## config.mk

```make
export PLATFORM = sky130hd
export DESIGN_NAME = dsp_result_collector_flat
export DESIGN_NICKNAME = d
export VERILOG_FILES = /design/src/rtl/dsp_result_collector_if.sv /design/src/rtl/dsp_result_collector.sv /design/src/flat_wrapper.sv
export SDC_FILE = /design/constraint.sdc
export NUM_CORES = 1
export LEC_CHECK = 0
export BUFFER_PORTS_ARGS = -buffer_cell sky130_fd_sc_hd__clkbuf_2
export CAP_MARGIN = 30
export CELL_PAD_IN_SITES_DETAIL_PLACEMENT = 1
export CELL_PAD_IN_SITES_GLOBAL_PLACEMENT = 1
export CORE_MARGIN = 4
export CORE_UTILIZATION = 53
export DETAILED_ROUTE_END_ITERATION = 6
export GPL_TIMING_DRIVEN = 0
export PLACE_DENSITY = 0.88
export RECOVER_POWER = 50
export SLEW_MARGIN = 25
export SYNTH_ARGS = -nofsm -noshare
export SYNTH_HDL_FRONTEND = slang
export SYNTH_SLANG_ARGS = --single-unit
```

## constraint.sdc

```tcl
create_clock -name clk -period 8.1 [get_ports clk]
set_clock_uncertainty 0.05 [all_clocks]
set_input_delay 0.81 -clock clk [delete_from_list [all_inputs] [get_ports clk]]
set_output_delay 0.81 -clock clk [all_outputs]
set_load 0.005 [all_outputs]
```

## src/rtl/dsp_result_collector_if.sv

```systemverilog
// Bundles the DSP result stream and the consumer handshake of dsp_result_collector.
// A beat moves on a rising clk edge where the sender holds valid high and the receiver holds ready high.
// A sender must not drop valid or change its payload until that beat has moved.
interface dsp_result_collector_if #(
  parameter int WIDTH = 16
);
  logic                 res_valid;
  logic                 res_last;
  logic [2*WIDTH-1:0]   res_data;
  logic                 m_valid;
  logic                 m_ready;
  logic [2*WIDTH-1:0]   m_data;
  logic                 m_sat;

  modport master (
    output res_valid, res_last, res_data, m_ready,
    input  m_valid, m_data, m_sat
  );

  modport slave (
    input  res_valid, res_last, res_data, m_ready,
    output m_valid, m_data, m_sat
  );
endinterface

```

## src/rtl/dsp_result_collector.sv

```systemverilog
// Aligns the DSP compare_res strobe with its delayed result bus and queues accepted results in a FIFO.
// Optional feature macro COLLECT_SAT_EN: clamp stored results to a signed OUT_WIDTH range and flag clamping.
module dsp_result_collector #(
  parameter int WIDTH         = 16,
  parameter int PIPELINE_BITS = 3,
  parameter int DEPTH         = 4,
  parameter int OUT_WIDTH     = 16
) (
  input  logic                      clk,
  input  logic                      rst_n,
  dsp_result_collector_if.slave     bus,
  input  logic [PIPELINE_BITS-1:0]  pipe_stages,
  input  logic                      last_only,
  output logic [$clog2(DEPTH):0]    count,
  output logic                      overflow,
  input  logic                      clr_ovf
);
  localparam int RW = 2 * WIDTH;
  localparam int AW = $clog2(DEPTH);
  localparam int CW = AW + 1;

  if (OUT_WIDTH < 2 || OUT_WIDTH >= RW || DEPTH < 2 || (DEPTH & (DEPTH - 1)) != 0) begin : g_bad_cfg
    $error("dsp_result_collector: unsupported OUT_WIDTH or DEPTH");
  end

  logic [PIPELINE_BITS-1:0] ps_q, ps_d;
  logic [PIPELINE_BITS-1:0] vtag_q, vtag_d, ltag_q, ltag_d;
  logic [AW-1:0]            wr_ptr_q, wr_ptr_d, rd_ptr_q, rd_ptr_d;
  logic [CW-1:0]            count_q, count_d;
  logic                     ovf_q, ovf_d;
  logic [RW-1:0]            mem_q [DEPTH];
  logic [RW-1:0]            mem_d [DEPTH];

  logic                     ps_changed, aligned_valid, aligned_last;
  logic                     push, pop, full, wr_en, drop;
  logic [RW-1:0]            store_data;
  logic                     store_sat;
  int unsigned              d_eff;

  // Tag delay line; any change of pipe_stages flushes every in-flight tag.
  always_comb begin
    ps_d       = pipe_stages;
    ps_changed = (pipe_stages != ps_q);
    vtag_d     = '0;
    ltag_d     = '0;
    if (!ps_changed) begin
      vtag_d[0] = bus.res_valid;
      ltag_d[0] = bus.res_last;
      for (int i = 1; i < PIPELINE_BITS; i++) begin
        vtag_d[i] = vtag_q[i-1];
        ltag_d[i] = ltag_q[i-1];
      end
    end
    d_eff = (32'(ps_q) > PIPELINE_BITS) ? PIPELINE_BITS : 32'(ps_q);
    aligned_valid = bus.res_valid;
    aligned_last  = bus.res_last;
    for (int i = 1; i <= PIPELINE_BITS; i++) begin
      if (d_eff == i) begin
        aligned_valid = vtag_q[i-1];
        aligned_last  = ltag_q[i-1];
      end
    end
    if (ps_changed) aligned_valid = 1'b0;
  end

`ifdef COLLECT_SAT_EN
  localparam logic signed [RW-1:0] SAT_MAX = {{(RW-OUT_WIDTH+1){1'b0}}, {(OUT_WIDTH-1){1'b1}}};
  localparam logic signed [RW-1:0] SAT_MIN = {{(RW-OUT_WIDTH+1){1'b1}}, {(OUT_WIDTH-1){1'b0}}};
  logic [DEPTH-1:0] sat_q, sat_d;

  always_comb begin
    store_data = bus.res_data;
    store_sat  = 1'b0;
    if ($signed(bus.res_data) > SAT_MAX) begin
      store_data = SAT_MAX;
      store_sat  = 1'b1;
    end else if ($signed(bus.res_data) < SAT_MIN) begin
      store_data = SAT_MIN;
      store_sat  = 1'b1;
    end
    sat_d = sat_q;
    if (wr_en) sat_d[wr_ptr_q] = store_sat;
  end

  always_ff @(posedge clk or negedge rst_n) begin
    if (!rst_n) sat_q <= '0;
    else        sat_q <= sat_d;
  end

  assign bus.m_sat = sat_q[rd_ptr_q];
`else
  always_comb begin
    store_data = bus.res_data;
    store_sat  = 1'b0;
  end

  assign bus.m_sat = store_sat;
`endif

  always_comb begin
    push  = aligned_valid & (~last_only | aligned_last);
    pop   = bus.m_valid & bus.m_ready;
    full  = (count_q == CW'(DEPTH));
    wr_en = push & (~full | pop);
    drop  = push & full & ~pop;

    mem_d = mem_q;
    if (wr_en) mem_d[wr_ptr_q] = store_data;
    wr_ptr_d = wr_ptr_q + (wr_en ? AW'(1) : AW'(0));
    rd_ptr_d = rd_ptr_q + (pop ? AW'(1) : AW'(0));

    count_d = count_q;
    if (wr_en && !pop)      count_d = count_q + CW'(1);
    else if (!wr_en && pop) count_d = count_q - CW'(1);

    // A drop in the same cycle as a clear wins, so no overflow is lost.
    ovf_d = ovf_q;
    if (drop)         ovf_d = 1'b1;
    else if (clr_ovf) ovf_d = 1'b0;
  end

  always_ff @(posedge clk or negedge rst_n) begin
    if (!rst_n) begin
      ps_q     <= '0;
      vtag_q   <= '0;
      ltag_q   <= '0;
      wr_ptr_q <= '0;
      rd_ptr_q <= '0;
      count_q  <= '0;
      ovf_q    <= 1'b0;
      for (int i = 0; i < DEPTH; i++) mem_q[i] <= '0;
    end else begin
      ps_q     <= ps_d;
      vtag_q   <= vtag_d;
      ltag_q   <= ltag_d;
      wr_ptr_q <= wr_ptr_d;
      rd_ptr_q <= rd_ptr_d;
      count_q  <= count_d;
      ovf_q    <= ovf_d;
      mem_q    <= mem_d;
    end
  end

  assign bus.m_valid = (count_q != '0);
  assign bus.m_data  = mem_q[rd_ptr_q];
  assign count       = count_q;
  assign overflow    = ovf_q;
endmodule

```

## src/flat_wrapper.sv

```systemverilog
// flat-port wrapper written by rule: the top's interface ports become plain ports
module dsp_result_collector_flat 
#(
  parameter int WIDTH         = 16,
  parameter int PIPELINE_BITS = 3,
  parameter int DEPTH         = 4,
  parameter int OUT_WIDTH     = 16
)
  (clk, rst_n, pipe_stages, last_only, count, overflow, clr_ovf, bus_res_valid, bus_res_last, bus_res_data, bus_m_ready, bus_m_valid, bus_m_data, bus_m_sat);
  dsp_result_collector_if #(.WIDTH(WIDTH)) bus_i ();
  input  logic clk;
  input  logic rst_n;
  input  logic [PIPELINE_BITS-1:0] pipe_stages;
  input  logic last_only;
  output logic [$clog2(DEPTH):0] count;
  output logic overflow;
  input  logic clr_ovf;
  input wire logic [$bits(bus_i.res_valid)-1:0] bus_res_valid;
  input wire logic [$bits(bus_i.res_last)-1:0] bus_res_last;
  input wire logic [$bits(bus_i.res_data)-1:0] bus_res_data;
  input wire logic [$bits(bus_i.m_ready)-1:0] bus_m_ready;
  output wire logic [$bits(bus_i.m_valid)-1:0] bus_m_valid;
  output wire logic [$bits(bus_i.m_data)-1:0] bus_m_data;
  output wire logic [$bits(bus_i.m_sat)-1:0] bus_m_sat;
  assign bus_i.res_valid = bus_res_valid;
  assign bus_i.res_last = bus_res_last;
  assign bus_i.res_data = bus_res_data;
  assign bus_i.m_ready = bus_m_ready;
  assign bus_m_valid = bus_i.m_valid;
  assign bus_m_data = bus_i.m_data;
  assign bus_m_sat = bus_i.m_sat;
  dsp_result_collector #(.WIDTH(WIDTH), .PIPELINE_BITS(PIPELINE_BITS), .DEPTH(DEPTH), .OUT_WIDTH(OUT_WIDTH)) u_core (.clk(clk), .rst_n(rst_n), .bus(bus_i), .pipe_stages(pipe_stages), .last_only(last_only), .count(count), .overflow(overflow), .clr_ovf(clr_ovf));
endmodule
```

==> results of run 1 <==
## placed cells by master (no fill, tap or decap)
cell and instances:
sky130_fd_sc_hd__a21oi_1 1, sky130_fd_sc_hd__a21oi_4 1, sky130_fd_sc_hd__and2_0 6, sky130_fd_sc_hd__and2_1 1
sky130_fd_sc_hd__buf_16 1, sky130_fd_sc_hd__buf_2 3, sky130_fd_sc_hd__buf_4 1, sky130_fd_sc_hd__buf_6 12
sky130_fd_sc_hd__bufinv_16 5, sky130_fd_sc_hd__clkbuf_1 12, sky130_fd_sc_hd__clkbuf_16 17, sky130_fd_sc_hd__clkbuf_2 72
sky130_fd_sc_hd__clkbuf_8 5, sky130_fd_sc_hd__clkinv_2 4, sky130_fd_sc_hd__clkinvlp_4 1, sky130_fd_sc_hd__conb_1 1
sky130_fd_sc_hd__dfrtp_1 145, sky130_fd_sc_hd__fa_1 1, sky130_fd_sc_hd__ha_1 3, sky130_fd_sc_hd__inv_1 5
sky130_fd_sc_hd__mux2_1 13, sky130_fd_sc_hd__mux2_2 96, sky130_fd_sc_hd__mux2_4 20, sky130_fd_sc_hd__mux2i_1 3
sky130_fd_sc_hd__mux4_2 32, sky130_fd_sc_hd__nand3_1 1, sky130_fd_sc_hd__nand3b_1 3, sky130_fd_sc_hd__nor2_1 3
sky130_fd_sc_hd__nor3_1 2, sky130_fd_sc_hd__nor3_4 3, sky130_fd_sc_hd__nor4b_1 1, sky130_fd_sc_hd__o21ai_0 2
sky130_fd_sc_hd__o221ai_1 1, sky130_fd_sc_hd__o22ai_1 1, sky130_fd_sc_hd__or2_2 1, sky130_fd_sc_hd__or3_1 2
sky130_fd_sc_hd__or4b_2 1, sky130_fd_sc_hd__xnor2_1 1, sky130_fd_sc_hd__xor2_1 7
## report_power, final
group / leakage (nW) / internal, mW / switching (mW)
clock: 0.332 / 0.585 / 0.293
combinational: 1.50 / 0.328 / 0.249
sequential: 1.96 / 0.876 / 0.0958
## per-stage QoR
stage | setup WS [ps] | util [%] | area [um^2] | hold slack, ps | total power [mW]
after global routing | 2410 | 64.3 | 7730 | 456 | 2.56
final | 3410 | 64.3 | 7730 | 433 | 2.43
after global placement | 3850 | 59.0 | 7080 | 410 | 1.52
after CTS | 4940 | 64.9 | 7790 | 406 | 2.46
after detailed placement | 4680 | 59.3 | 7120 | 422 | 1.57
after floorplan | 5060 | - | 6510 | 402 | 1.35
## worst max-delay path by stage
| stage | cells past startpoint | from | to |
|---|---|---|---|
| after floorplan | 11 | pipe_stages[0] | u_core.count[2] |
| after global placement | 1 | rst_n | u_core.mem_q[103] |
| after detailed placement | 12 | pipe_stages[0] | u_core.count[2] |
| after CTS | 4 | u_core.rd_ptr_q[1] | bus_m_data[7] |
| after global routing | 1 | rst_n | u_core.count[2] |
| final | 1 | rst_n | u_core.mem_q[82] |
## metal layers
layer / track usage (%) / part of all wire [%]
met1: 27.9 / 43
met2: 35.3 / 50
met3: 6.27 / 4.5
met4: 8.47 / 1.9
met5: 0 / 0
## registers in the layout, indices dropped and copies added, names as in the netlist
register,count
u_core.count,3
u_core.ltag_q,3
u_core.mem_q,128
u_core.overflow,1
u_core.ps_q,3
u_core.rd_ptr_q,2
u_core.vtag_q,3
u_core.wr_ptr_q,2
## cell families after synthesis
| family | share of synthesized area (%) |
|---|---|
| other | 0.0576 |
| adder cells (fa/ha/maj) | 0.884 |
| multiplexers | 35.0 |
| AO/OA/AOI/OAI | 0.980 |
| AND/OR/NAND/NOR | 3.09 |
| flip-flops | 55.7 |
| XOR/XNOR | 1.08 |
| buffers and inverters | 3.17 |
## layout make-up
cell class / instances / area, um^2 / area share [%]
clock buffer: 22 / 494 / 6.39
sequential: 145 / 3630 / 46.9
buffer: 22 / 180 / 2.33
multi-input combinational: 207 / 2640 / 34.1
tap: 147 / 184 / 2.38
clock inverter: 10 / 178 / 2.30
inverter: 5 / 18.8 / 0.243
timing repair buffer: 79 / 410 / 5.31
==> results.yml, run 1 <==
power_and_ir_drop:
  power.leakage_nw: 3.80
  irDropWorstVdd_v: 0.000188
  pwr_density_cell_nw_per_um2: 314
layout:
  layout.cells.non_filler: 637
  antenna_cell_count: 0
  finalNetCount: 523
  drive_gt1_share_pct: 56.1
  fillers: 1058
  area.growth.synth_to_final_pct: 18.7
floorplan:
  rows: 40
  fp.dieArea_um2: 14100
  initial_core_util_pct: 54.2
  core_um2: 12000
  design.portCount: 80
  width_of_the_chip_um: 119
  chipHeight_um: 119
routing:
  vias: 3614
  per_cell_routed_wire_length_um: 21.7
  drt.antenna.violating_nets: 0
  wirelength_um: 13800
  drt-initial-drc-count: 220
  detail_route.vias_per_cell: 5.67
  drc: 0
  drt_pre_antenna_iters: 4
synth:
  syn-instance-count: 379
  synth-seq-area-share_pct: 55.7
  yosys_warnings: 0
  synthesized_flop_and_latch_total: 145
  yosys_cell_types: 30
  synth_nets: 425
  ys_async_sr_fraction_pct: 100
  netlist.area_leader.share_pct: 55.7
  synth.most_common_cell: "sky130_fd_sc_hd__dfrtp_1"
  cell_taking_the_most_area_after_synthesis: "sky130_fd_sc_hd__dfrtp_1"
  synth_area_um2: 6510
  synth_flop_cell: "sky130_fd_sc_hd__dfrtp_1"
  synth_commonest_cells: "145 x sky130_fd_sc_hd__dfrtp_1, 96 x sky130_fd_sc_hd__mux2_2, 32 x sky130_fd_sc_hd__mux4_2"
  number_of_enable_flip_flop_cells_after_synthesis: 0
  post_synth_main_area_contributors: "sky130_fd_sc_hd__dfrtp_1 56%, sky130_fd_sc_hd__mux2_2 17%, sky130_fd_sc_hd__mux4_2 11%"
  post_synth.cell_area_avg_um2: 17.2
job:
  max_cap_viol_count: 1
outcome:
  outcome: "finished, violations left"
  violations_in_the_final_reports: "max-capacitance violations, max-slew violations"
clock_tree:
  post-cts-setup-buffer-count: 0
  cts.reportedPaths.clkPinSlew_ps: 50
  cts.root.buffer_cell: "sky130_fd_sc_hd__clkbuf_16"
  worst_skew_pair.late_latency_ps: 420
  cts.sinks: 145
  number_of_resized_instances_in_the_post_cts_repair_step: 0
  cts_made_buffers: 17
  cts_max_path_buffers: 2
  cts_tree: "done"
  cts_hold_repair.buffers: 0
  htree_levels: 4
setup_path:
  critPathSlowestCell: "sky130_fd_sc_hd__clkbuf_1"
  crit_required_ps: 7470
  register_to_register_path_setup_slack_ps: 4410
  critical_path.n_buffers_inverters: 1
  crit_arrival_ps: 4060
  timing.critical_path.from_type: "primary input"
  cells_along_the_critical_path: "clkbuf_1"
  critical-path-top-delay-family: "buffers and inverters"
  rr_worst_depth: 12
  critical_path_class: "primary input to asynchronous set/reset pin"
  critPathCaptureType: "asynchronous set/reset pin"
  regToRegEndpoint: "u_core.count[2]"
  cp_max_fo: 85
  worst_reg2reg_path_startpoint: "u_core.ps_q[1]"
  max_stage_delay_ps: 3220
sta:
  maxSlewHeadroom_pct: -210
  fin_crit_ps: 4690
  hold_violations: 0
  max_clock_freq_mhz: 213
  final_max_slew_viol_count: 85
  setup_violations: 0
  finalSetupTns_ps: 0
  tightestPinTransition_ps: 4650
  fin_crit_sh_pct: 57.9
  unrepaired_setup_endpoints_after_global_routing: "false"
place:
  gp_congestion: 0.703
  dpl_wire_length_um: 8940
  dpl.cell_count: 605
  place.port_buffers: 78
hold_path:
  holdCritPathClass: "register to register"
  worstHoldPathCells: 1
  worst_hold_path.endpoint: "u_core.ltag_q[1]"
  timing.hold.worst.start: "u_core.ltag_q[0]"
global_routing:
  antenna_found_initial: 0
  grt_pass1_vias: 4307
  gr-total-overflow: 0
  wire_length_of_the_first_global_routing_pass_um: 23500
  pin_count_of_the_biggest_net_entering_global_routing: 86
  globalRouteTotalUtil_pct: 21.8
(Power assumes the default switching activity.)
==> inputs of run 2 (changes only) <==
- ABC_AREA: not set -> 1
- CORE_UTILIZATION: 53 -> 44
- PLACE_DENSITY: 0.88 -> 0.83
- clock period: 8.1 -> 4.9 ns (I/O delays scaled with it)
==> results.yml, run 2 <==
outcome:
  outcome: "finished, violations left"
  violations_in_the_final_reports: "max-capacitance violations, max-slew violations"
synth:
  post_synth_main_area_contributors: "sky130_fd_sc_hd__dfrtp_1 52%, sky130_fd_sc_hd__nand2_1 15%, sky130_fd_sc_hd__nand4_1 12%"
  synth-seq-area-share_pct: 52.2
  synth_area_um2: 6950
  number_of_enable_flip_flop_cells_after_synthesis: 0
  ys_async_sr_fraction_pct: 100
  syn-instance-count: 850
  post_synth.cell_area_avg_um2: 8.18
  synth_commonest_cells: "277 x sky130_fd_sc_hd__nand2_1, 145 x sky130_fd_sc_hd__dfrtp_1, 132 x sky130_fd_sc_hd__nand4_1"
  netlist.area_leader.share_pct: 52.2
  yosys_cell_types: 26
  synth_nets: 896
  synth_flop_cell: "sky130_fd_sc_hd__dfrtp_1"
  yosys_warnings: 0
  synth.most_common_cell: "sky130_fd_sc_hd__nand2_1"
  cell_taking_the_most_area_after_synthesis: "sky130_fd_sc_hd__dfrtp_1"
  synthesized_flop_and_latch_total: 145
setup_path:
  cells_along_the_critical_path: "clkbuf_1 > clkinv_1 > clkbuf_1 > o21ai_0 > o22ai_1 > clkbuf_2"
  crit_arrival_ps: 2550
  register_to_register_path_setup_slack_ps: 1980
  crit_required_ps: 4360
  critPathCaptureType: "output port"
  crit_end: "bus_m_data[25]"
  rr_worst_depth: 13
  crit_start: "u_core.rd_ptr_q[0]"
  max_stage_delay_ps: 440
  cp_max_fo: 10
  regToRegEndpoint: "u_core.count[2]"
  critical_path_class: "register to output port"
  critical-path-top-cell-by-count: "sky130_fd_sc_hd__clkbuf_1"
  worst_reg2reg_path_startpoint: "u_core.count[0]"
  critPathSlowestCell: "sky130_fd_sc_hd__clkinv_1"
  timing.critical_path.from_type: "register"
sta:
  tightestPinTransition_ps: 2010
  final_max_slew_viol_count: 79
  fin_crit_sh_pct: 63.1
  maxSlewHeadroom_pct: -34.0
  finalSetupTns_ps: 0
  fin_crit_ps: 3090
  max_clock_freq_mhz: 324
  hold_violations: 0
  setup_violations: 0
  hold_slack_ps: 8.70
  unrepaired_setup_endpoints_after_global_routing: "false"
clock_tree:
  cts.sinks: 145
  number_of_resized_instances_in_the_post_cts_repair_step: 0
  post-cts-setup-buffer-count: 0
  cts.root.buffer_cell: "sky130_fd_sc_hd__clkbuf_16"
  cts_hold_repair.buffers: 0
  cts.reportedPaths.clkPinSlew_ps: 60
  cts_tree: "done"
  worst_skew_pair.late_latency_ps: 440
  htree_levels: 4
  cts_made_buffers: 17
  cts_max_path_buffers: 2
routing:
  drt.antenna.violating_nets: 0
  drt-initial-drc-count: 548
  met1_length_um: 10000
  per_cell_routed_wire_length_um: 20.4
  drt_pre_antenna_iters: 5
  drc: 0
  wirelength_um: 23900
  topRoutingLayerUsed: "met4"
  detail_route.vias_per_cell: 5.75
  wl_met3_um: 1790
  met2_length_um: 11600
  vias: 6743
place:
  gp_congestion: 0.838
  dpl_wire_length_um: 15400
  place.port_buffers: 78
global_routing:
  gr-total-overflow: 0
  globalRouteTotalUtil_pct: 27.8
  wire_length_of_the_first_global_routing_pass_um: 38600
  antenna_found_initial: 0
  pin_count_of_the_biggest_net_entering_global_routing: 79
  grt_pass1_vias: 7121
power_and_ir_drop:
  pwr_density_cell_nw_per_um2: 570
  finalPower_mw: 4.70
  power.leakage_nw: 4.29
  irDropWorstVdd_v: 0.000326
job:
  max_cap_viol_count: 1
layout:
  antenna_cell_count: 0
  largest_register_ffs: 128
  finalNetCount: 994
  fillers: 1890
  drive_gt1_share_pct: 14.7
  area.growth.synth_to_final_pct: 18.5
  highest_count_cells_in_the_layout_ignoring_fill_and_taps: "277 x sky130_fd_sc_hd__nand2_1, 145 x sky130_fd_sc_hd__dfrtp_1, 132 x sky130_fd_sc_hd__nand4_1"
  layout_commonest_cell: "sky130_fd_sc_hd__nand2_1"
  max_flop_register: "u_core.mem_q"
hold_path:
  holdCritPathClass: "primary input to asynchronous set/reset pin"
floorplan:
  initial_core_util_pct: 45.4
  fp.dieArea_um2: 17900
  chipHeight_um: 134
  core_um2: 15300
  rows: 45
  design.portCount: 80
  width_of_the_chip_um: 134
## run 2: cell types whose count changed after synthesis, sizes merged, moves of 27 or more
cell    previous run  this run
clkbuf             5        32
nor2               3        78
nand4              0       132
mux2             129         1
nand2              0       277
mux4              32         0
o22ai              1        32
o21ai              2        69
## run 2: worst min path at each step
stage	from	end	slack (ps)	cells past startpoint
floorplan	rst_n	u_core.count[0]	140	0
global placement	u_core.mem_q[80]	u_core.mem_q[80]	400	2
detailed placement	u_core.mem_q[61]	u_core.mem_q[61]	400	2
CTS	rst_n	u_core.mem_q[102]	40	1
global route	rst_n	u_core.ltag_q[2]	50	1
finish	rst_n	u_core.mem_q[5]	9	1
## run 2: area by class of cell
| type | instances | area [um^2] | area share [%] |
|---|---|---|---|
| Sequential cell | 145 | 3630 | 44.0 |
| Multi-Input combinational cell | 609 | 2890 | 35.0 |
| Clock buffer | 19 | 453 | 5.49 |
| Timing Repair Buffer | 79 | 397 | 4.81 |
| Buffer | 72 | 339 | 4.11 |
| Tap cell | 211 | 264 | 3.20 |
| Clock inverter | 13 | 185 | 2.25 |
| Inverter | 24 | 90.1 | 1.09 |
## run 2: where the power goes
group | switching (mW) | total (mW) | internal, mW
Clock | 0.533 | 1.41 | 0.878
Sequential | 0.158 | 1.60 | 1.44
Combinational | 1.17 | 1.69 | 0.519
## run 2: kinds of logic (layout without fill, tap and decap cells)
family | count (synthesis) | after routing | share of synthesized area [%]
flip-flops | 145 | 145 | 52.2
AO/OA/AOI/OAI | 103 | 103 | 7.99
buffers and inverters | 96 | 207 | 6.23
other | 1 | 1 | 0.0539
multiplexers | 1 | 1 | 0.162
XOR/XNOR | 5 | 5 | 0.738
AND/OR/NAND/NOR | 495 | 495 | 31.8
adder cells (fa/ha/maj) | 4 | 4 | 0.828
## run 2: layer usage
metal  GRT usage [%]  vias up
met5               0        -
met4            8.91        0
met3            6.80       45
met2            45.0      255
met1            36.8     3351
li1                -     3092
## run 2: critical path: cells and delay by family (launching register included)
kind,cells,cell delay [ps]
buffers and inverters,4,1320
AO/OA/AOI/OAI,2,440
flip-flops,1,370
## run 2: per-stage QoR
step / setup WS [ps] / utilization (%) / area, um^2 / std cells
final: 1810 / 53.8 / 8240 / 1172
after global routing: 1620 / 53.8 / 8240 / 1172
after CTS: 1850 / 54.1 / 8280 / 1172
after detailed placement: 2050 / 49.9 / 7640 / 1140
after global placement: 658 / 49.7 / 7610 / 1139
after floorplan: 2490 / - / 6950 / 850
==> inputs of run 3 (changes only) <==
- CORE_UTILIZATION: 44 -> 39
- PLACE_DENSITY: 0.83 -> 0.78
- clock period: 4.9 -> 2.7 ns (I/O delays scaled with it)
==> results.yml, run 3 (synthesis gave the netlist of run 2 again) <==
outcome:
  outcome: "finished, violations left"
  violations_in_the_final_reports: "max-capacitance violations, max-slew violations"
job:
  max_cap_viol_count: 1
layout:
  largest_register_ffs: 128
  max_flop_register: "u_core.mem_q"
  finalNetCount: 1002
  highest_count_cells_in_the_layout_ignoring_fill_and_taps: "277 x sky130_fd_sc_hd__nand2_1, 144 x sky130_fd_sc_hd__dfrtp_1, 132 x sky130_fd_sc_hd__nand4_1"
  area.growth.synth_to_final_pct: 19.3
  drive_gt1_share_pct: 15.3
  layout_commonest_cell: "sky130_fd_sc_hd__nand2_1"
  layout.cells.non_filler: 1192
setup_path:
  crit_start: "u_core.count[2]"
  critical_path.n_buffers_inverters: 4
  cells_along_the_critical_path: "inv_1 > nand2_1 > nand2_1 > nand3_4 > buf_6 > inv_1 > nor3_4 > ha_1 > inv_1 > fa_1 > a21oi_1 > o21ai_0 > xor2_1"
  worst_reg2reg_path_startpoint: "u_core.count[2]"
  crit_required_ps: 2960
  max_stage_delay_ps: 410
  rr_worst_depth: 13
  critical-path-top-cell-by-count: "sky130_fd_sc_hd__inv_1"
  regToRegEndpoint: "u_core.count[2]"
  number_of_stages_on_the_worst_setup_path: 13
  critical_path_class: "register to register"
  critical-path-top-delay-family: "simple AND/OR/NAND/NOR gates"
  register_to_register_path_setup_slack_ps: 130
  cp_max_fo: 10
  timing.critical_path.from_type: "register"
  crit_end: "u_core.count[2]"
  critPathSlowestCell: "sky130_fd_sc_hd__dfrtp_1"
  critPathCaptureType: "register"
  crit_arrival_ps: 2830
power_and_ir_drop:
  power.leakage_nw: 4.33
  irDropWorstVdd_v: 0.000525
  pwr_density_cell_nw_per_um2: 991
routing:
  drt-initial-drc-count: 439
  drt.antenna.violating_nets: 0
  wirelength_um: 24200
  drc: 0
  per_cell_routed_wire_length_um: 20.3
  detail_route.vias_per_cell: 5.62
  vias: 6694
  drt_pre_antenna_iters: 5
place:
  dpl.cell_count: 1154
  dpl_wire_length_um: 16000
  place.port_buffers: 78
  gp_congestion: 0.820
sta:
  tightestPinTransition_ps: 1690
  final_max_slew_viol_count: 64
  maxSlewHeadroom_pct: -12.9
  unrepaired_setup_endpoints_after_global_routing: "true"
  setup_violations: 0
  fin_crit_ps: 2570
  hold_violations: 0
  max_clock_freq_mhz: 389
  fin_crit_sh_pct: 95.2
  finalSetupTns_ps: 0
clock_tree:
  cts.root.buffer_cell: "sky130_fd_sc_hd__clkbuf_16"
  worst_skew_pair.late_latency_ps: 430
  cts.sinks: 145
  cts_max_path_buffers: 2
  cts.reportedPaths.clkPinSlew_ps: 60
  cts_made_buffers: 17
  htree_levels: 4
  cts_tree: "done"
floorplan:
  rows: 48
  width_of_the_chip_um: 142
  core_um2: 17400
  design.portCount: 80
  initial_core_util_pct: 40.1
  fp.dieArea_um2: 20000
  chipHeight_um: 142
global_routing:
  pin_count_of_the_biggest_net_entering_global_routing: 83
  globalRouteTotalUtil_pct: 24.8
  grt_pass1_vias: 7019
  gr-total-overflow: 0
  wire_length_of_the_first_global_routing_pass_um: 38500
  antenna_found_initial: 0
hold_path:
  holdCritPathClass: "primary input to register"
run 3: worst min path at each step:
stage / slack, ps / from / to / cells after the start
finish: 80 / bus_res_data[4] / u_core.mem_q[68] / 3
global route: 70 / bus_res_data[15] / u_core.mem_q[79] / 3
CTS: 60 / bus_res_data[15] / u_core.mem_q[79] / 3
detailed placement: 260 / rst_n / u_core.mem_q[56] / 1
global placement: 360 / pipe_stages[2] / u_core.ps_q[2] / 1
floorplan: -80 / rst_n / u_core.count[0] / 0
run 3: area by class of cell:
cell class,instances,area [um^2]
fillers,2151,9060
flip-flops and latches,145,3630
multi-input cells,609,2910
repair buffers,87,493
clock buffers,23,478
plain buffers,72,350
well taps,225,282
inverters,24,91.3
clock inverters,6,58.8
diodes,1,2.50
run 3: stage by stage:
stage	total power [mW]	util (%)	worst slack [ps]	cell area, um^2	hold WS [ps]
after floorplan	4.61	-	285	6950	-75.6
final	8.22	47.8	130	8300	76.4
after CTS	8.23	47.7	27.9	8280	63.0
after global placement	5.88	43.9	-1350	7630	362
after global routing	8.75	47.8	-59.4	8300	74.2
after detailed placement	5.95	44.1	-212	7660	261
run 3: power breakdown:
group	switching [mW]	internal (mW)
registers	0.288	2.62
logic	2.11	0.980
clock network	0.905	1.32
total	3.30	4.92
run 3: tightest hold or removal path: stages:
cell and delay [ps]:
sky130_fd_sc_hd__clkbuf_2 110, sky130_fd_sc_hd__nand4_1 80, sky130_fd_sc_hd__nand2_1 50
run 3: repair_timing:
| action | CTS | global route |
|---|---|---|
| setup buffers | 0 | 1 |
| hold endpoints to repair | 69 | 0 |
| hold buffers | 7 | 0 |
| setup endpoints to repair | 13 | 29 |
| resized for setup | 4 | 6 |
run 3: layer usage:
metal  global-route usage, %  part of all wire (%)
met4                    8.03                   2.0
met1                    32.5                    44
met5                       0                     0
met2                    41.6                    49
met3                    4.62                   4.9
